<file path="config.mk">
export PLATFORM = sky130hd
export DESIGN_NAME = key_search_ctrl
export DESIGN_NICKNAME = d
export VERILOG_FILES = /design/src/rtl/key_search_ctrl.sv
export SDC_FILE = /design/constraint.sdc
export NUM_CORES = 1
export LEC_CHECK = 0
export BUFFER_PORTS_ARGS = -buffer_cell sky130_fd_sc_hd__buf_2
export CAP_MARGIN = 25
export CORE_MARGIN = 2
export CORE_UTILIZATION = 35
export DETAILED_ROUTE_END_ITERATION = 10
export PLACE_DENSITY = 0.58
export SLEW_MARGIN = 10
export SYNTH_ARGS = -nofsm -noshare
export SYNTH_HDL_FRONTEND = slang
export SYNTH_SLANG_ARGS = --single-unit
</file>
<file path="constraint.sdc">
create_clock -name clk -period 3.4 [get_ports clk]
set_input_delay 0.34 -clock clk [delete_from_list [all_inputs] [get_ports clk]]
set_output_delay 0.34 -clock clk [all_outputs]
set_load 0.01 [all_outputs]
</file>
<file path="src/rtl/key_search_ctrl.sv">
// Key search controller: steps through candidate RC4 keys, resets the
// decryption core once per candidate and stops on the first crack or at the
// end of the key range.
module key_search_ctrl #(
  parameter logic [23:0] KEY_START  = 24'h000000,
  parameter logic [23:0] KEY_END    = 24'h3FFFFF,
  parameter int unsigned KEY_STEP   = 1,
  parameter int unsigned RST_CYCLES = 2,
  parameter int unsigned TIMEOUT    = 20000
) (
  input  logic        clk,
  input  logic        rst,
  input  logic        go,
  input  logic        core_cracked,
  input  logic        core_failed,
  output logic        core_rst,
  output logic [23:0] secret_key,
  output logic        searching,
  output logic        found,
  output logic        exhausted,
  output logic [23:0] attempts
);

  localparam int unsigned KEY_W  = 24;
  localparam int unsigned SUM_W  = KEY_W + 1;
  localparam int unsigned HOLD_W = $clog2(RST_CYCLES + 1);
  localparam int unsigned WD_W   = $clog2(TIMEOUT + 1);

  typedef enum logic [2:0] {
    S_IDLE,
    S_RESET_CORE,
    S_WAIT,
    S_NEXT,
    S_FOUND,
    S_EXHAUSTED
  } state_t;

  state_t             state, state_nx;
  logic [HOLD_W-1:0]  hold_cnt, hold_nx;
  logic [WD_W-1:0]    wd_cnt, wd_nx;
  logic [KEY_W-1:0]   key_nx, att_nx, att_inc;
  logic [SUM_W-1:0]   key_sum;
  logic               core_rst_nx, searching_nx, found_nx, exhausted_nx;

  // One bit wider than the key so a step past 24'hFFFFFF cannot wrap to 0.
  assign key_sum = {1'b0, secret_key} + SUM_W'(KEY_STEP);
  assign att_inc = (attempts == '1) ? attempts : attempts + KEY_W'(1);

  // Next-state, counters, key/attempt updates and registered-output values.
  always_comb begin
    state_nx     = state;
    hold_nx      = hold_cnt;
    wd_nx        = wd_cnt;
    key_nx       = secret_key;
    att_nx       = attempts;
    core_rst_nx  = 1'b1;
    searching_nx = 1'b0;
    found_nx     = 1'b0;
    exhausted_nx = 1'b0;

    unique case (state)
      S_IDLE: begin
        if (go) begin
          state_nx = S_RESET_CORE;
          hold_nx  = '0;
        end
      end
      S_RESET_CORE: begin
        if (hold_cnt == HOLD_W'(RST_CYCLES - 1)) begin
          state_nx = S_WAIT;
          wd_nx    = '0;
        end else begin
          hold_nx = hold_cnt + HOLD_W'(1);
        end
      end
      S_WAIT: begin
        wd_nx = wd_cnt + WD_W'(1);
        if (core_cracked) begin
          state_nx = S_FOUND;
          att_nx   = att_inc;
        end else if (core_failed || (wd_cnt == WD_W'(TIMEOUT - 1))) begin
          state_nx = S_NEXT;
          att_nx   = att_inc;
        end
      end
      S_NEXT: begin
        hold_nx = '0;
        if (key_sum > SUM_W'(KEY_END)) begin
          state_nx = S_EXHAUSTED;
        end else begin
          key_nx   = key_sum[KEY_W-1:0];
          state_nx = S_RESET_CORE;
        end
      end
      S_FOUND, S_EXHAUSTED: begin
        state_nx = state;
      end
      default: begin
        state_nx = S_IDLE;
      end
    endcase

    // Core stays out of reset while running and after a crack so its RAM is readable.
    core_rst_nx  = !((state_nx == S_WAIT) || (state_nx == S_FOUND));
    searching_nx = (state_nx == S_RESET_CORE) || (state_nx == S_WAIT) || (state_nx == S_NEXT);
    found_nx     = (state_nx == S_FOUND);
    exhausted_nx = (state_nx == S_EXHAUSTED);
  end

  // State, counters and all outputs registered with synchronous reset.
  always_ff @(posedge clk) begin
    if (rst) begin
      state      <= S_IDLE;
      hold_cnt   <= '0;
      wd_cnt     <= '0;
      secret_key <= KEY_START;
      attempts   <= '0;
      core_rst   <= 1'b1;
      searching  <= 1'b0;
      found      <= 1'b0;
      exhausted  <= 1'b0;
    end else begin
      state      <= state_nx;
      hold_cnt   <= hold_nx;
      wd_cnt     <= wd_nx;
      secret_key <= key_nx;
      attempts   <= att_nx;
      core_rst   <= core_rst_nx;
      searching  <= searching_nx;
      found      <= found_nx;
      exhausted  <= exhausted_nx;
    end
  end

endmodule

</file>
==> impl_metrics.toml <==
[cts]
cts_resized = 0
cts_buffers = 9
ctsLongestPathBuffers = 2
htreeDepth = 3
cts-root-buf = "clkbuf_8"
post_cts_buffers = 0
clkTransAtPathRegs_ns = 0.07
clk_latency_ns = 0.35
postCtsHoldBufs = 0
cts_tree = "built"
clock_sinks = 72

[timing]
clock.fmax_mhz = 338
rsz0062_at_grt = "no"
setup_violations = 0
fin_crit_ns = 2.96
finClkSkew_ns = 0.00508
slew_viol_final = 0
relSlewSlack_pct = 50.9
finalHoldViolCount = 0
worstMarginPinSlew_ns = 0.733
fin_crit_sh_pct = 87.1
worst_slack_ns = 0.439
tns_ns = 0

[final_layout]
drive_gt1_share_pct = 19.8
diodes = 0
nets = 515
final_util_pct = 40.5
area_delta_synth_final_pct = 13.9

[detailed_routing]
wire_per_inst_um = 14.2
drtPass1Iterations = 4
drt-total-wl_mm = 9.22
vias_per_cell = 5.37
drt_iter0_drc = 226
drcViolationCount = 0
drtAntennaViolNets = 0
vias = 3491

[grt]
busiest_layer = "met2"
track_usage_pct = 16.8
grt_pass1_wl_mm = 15.8
antenna_found_initial = 0
overflow = 0
first_global_vias = 3348
grtUsageMet1_pct = 22.0
grt_max_degree = 40
use_met2_pct = 26.1
grtUsageMet3_pct = 4.78

[worst_setup_path]
cp-end-kind = "flip-flop"
crit_family = "compound AO/OA/AOI/OAI gates"
path_class = "reg -> reg"
start_kind = "flip-flop"
required_ns = 3.64
worst-path-buf-inv = 0
max_stage_delay_ns = 0.58
path_cells = "ha_1 -> nand3_1 -> nor2_1 -> and4b_2 -> o211ai_2 -> a31oi_1 -> a2bb2oi_2 -> a211o_1"
cp.arrival_ns = 3.20
cpMaxStageDelayCell = "dfxtp_1"
cp_max_fo = 15

[place]
portBuffers = 56
hpwl_mm = 6.63
gp_congestion = 0.887
place_ws_ns = 0.499

[yosys]
synth_mux_area_share_pct = 1.11
synth.avg_cell_area_um2 = 8.40
synth_compound_area_share_pct = 12.6
yosys.area.top_type_share_pct = 37.5
yosys.area_share.xor_xnor_pct = 10.3
yosys_most_used_dff = "dfxtp_1"
synth_edf_count = 0
syn_area_mm2 = 0.00384
synth_fa_ha_area_share_pct = 1.63
synth_cell_types = 70
async_flop_share_pct = 0
syn-num-nets = 467
synth_top_cell_by_area = "dfxtp_1"
synth.area.top_cells = "dfxtp_1 (38%), nor2_1 (7.0%), xor2_1 (5.5%)"
synth_top_family_by_area = "simple AND/OR/NAND/NOR gates"
synth-seq-cells = 72
yosysSeqAreaShare_pct = 37.5
yosys.area_share.simple_pct = 31.9
ys_warn_count = 0
synthCells = 457

[power]
p_leak_nw = 1.64
power_density_mw_per_mm2 = 366
ir_drop_mv = 0.254
finalPower_mw = 1.60

[floorplan]
num_rows = 38
core_mm2 = 0.0108
design.portCount = 57
fp.dieH_um = 109
initial_core_util_pct = 35.6
fp.dieW_um = 109
die-area_mm2 = 0.0118

[hold_path]
hp-class = "in -> reg"

[flow_run]
cap_violations = 0

[status]
outcome = "finished, final reports clean"
-- cell usage after synthesis, types with 4 or more instances --
cell type and n:
nand3_1 24, nand3b_1 4, ha_1 5, nor2_1 72, nand2_1 34, nor4_1 16
o211ai_1 5, or3_1 4, xnor2_1 21, and3_1 7, xor2_1 24, a21oi_1 19
clkbuf_1 12, o21ai_0 9, inv_1 9, nand4_1 18, and4_1 6, a31oi_1 6
nor3_1 14, and2_1 4, dfxtp_1 72
-- area by class of cell --
type                            instances  area [um^2]
Fill cell                            1100         6420
Multi-Input combinational cell        352         2210
Sequential cell                        72         1440
Timing Repair Buffer                   61          318
Tap cell                              140          175
Clock buffer                           10          138
Clock inverter                          6         58.8
Inverter                                9         33.8
-- cells in the final DEF, fill, tap and decap left out, types with 2 or more instances in the layout --
master / synthesis / layout
a211oi_1: 3 / 3
a21oi_1: 19 / 19
a31oi_1: 6 / 6
and2_1: 4 / 4
and3_1: 7 / 7
and4_1: 6 / 6
and4_2: 2 / 2
buf_2: 2 / 56
buf_4: 1 / 5
clkbuf_8: 3 / 10
clkinv_2: 0 / 4
dfxtp_1: 72 / 72
ha_1: 5 / 5
inv_1: 9 / 9
mux2_2: 2 / 2
mux2i_1: 2 / 2
nand2_1: 34 / 34
nand2b_1: 3 / 3
nand3_1: 24 / 24
nand3b_1: 4 / 4
nand4_1: 18 / 18
nand4_2: 2 / 2
nand4b_1: 2 / 2
nor2_1: 72 / 72
nor2b_1: 3 / 3
nor3_1: 14 / 14
nor3b_1: 3 / 3
nor4_1: 16 / 16
o2111ai_1: 2 / 2
o211ai_1: 5 / 5
o21a_1: 3 / 3
o21ai_0: 9 / 9
or3_1: 4 / 4
or4_1: 2 / 2
xnor2_1: 21 / 21
xor2_1: 24 / 24
-- cell families (layout without fill, tap and decap cells) --
logic type | Yosys count | after routing
AOI/OAI and AO/OA | 68 | 68
xor gates and xnor gates | 45 | 45
adders and majority gates | 5 | 5
buffers and inverters | 33 | 86
DFF | 72 | 72
muxes | 4 | 4
and+or+nand+nor | 230 | 230
-- report_power, final --
part / total, mW / switching (mW) / leakage [nW] / internal (mW)
clock network: 0.678 / 0.323 / 0.106 / 0.355
logic: 0.0667 / 0.0452 / 0.950 / 0.0215
registers: 0.854 / 0.00602 / 0.581 / 0.848
total: 1.60 / 0.374 / 1.64 / 1.22
-- path summary, 6_finish.rpt --
path / cells after the start / slack [ns] / from / endpoint
hold / removal: 3 / 0.46 / core_cracked / exhausted
setup reg to reg: 8 / 0.44 / secret_key[0] / core_rst
hold reg to reg: 2 / 0.50 / wd_cnt[1] / wd_cnt[1]
setup / recovery: 8 / 0.44 / secret_key[0] / core_rst
-- routing by layer --
| metal | vias to the layer above | wire [um] |
|---|---|---|
| li1 | 1730 | - |
| met1 | 1653 | 4480 |
| met2 | 94 | 4080 |
| met3 | 14 | 509 |
| met4 | 0 | 151 |
| met5 | - | 0 |
-- sequential cells by signal, summed over array words and instances, names as in the netlist --
register    flops
secret_key     24
searching       1
core_rst        1
attempts       24
state           3
hold_cnt        2
found           1
wd_cnt         15
exhausted       1
-- metrics by stage --
stage	hold slack (ns)	instances	area (um^2)
6_report	0.465	650	4370
5_1_grt	0.444	650	4370
4_1_cts	0.432	650	4370
3_5_place_dp	0.490	634	4180
3_3_place_gp	0.478	634	4180
2_1_floorplan	0.460	457	3840
-- worst register-to-register path, cell delays in order (launching register included) --
cell and delay (ns):
dfxtp_1 0.58, ha_1 0.33, nand3_1 0.26, nor2_1 0.20, and4b_2 0.27, o211ai_2 0.57
a31oi_1 0.14, a2bb2oi_2 0.20, a211o_1 0.30
No activity file was read; power rests on OpenSTA's default activity.
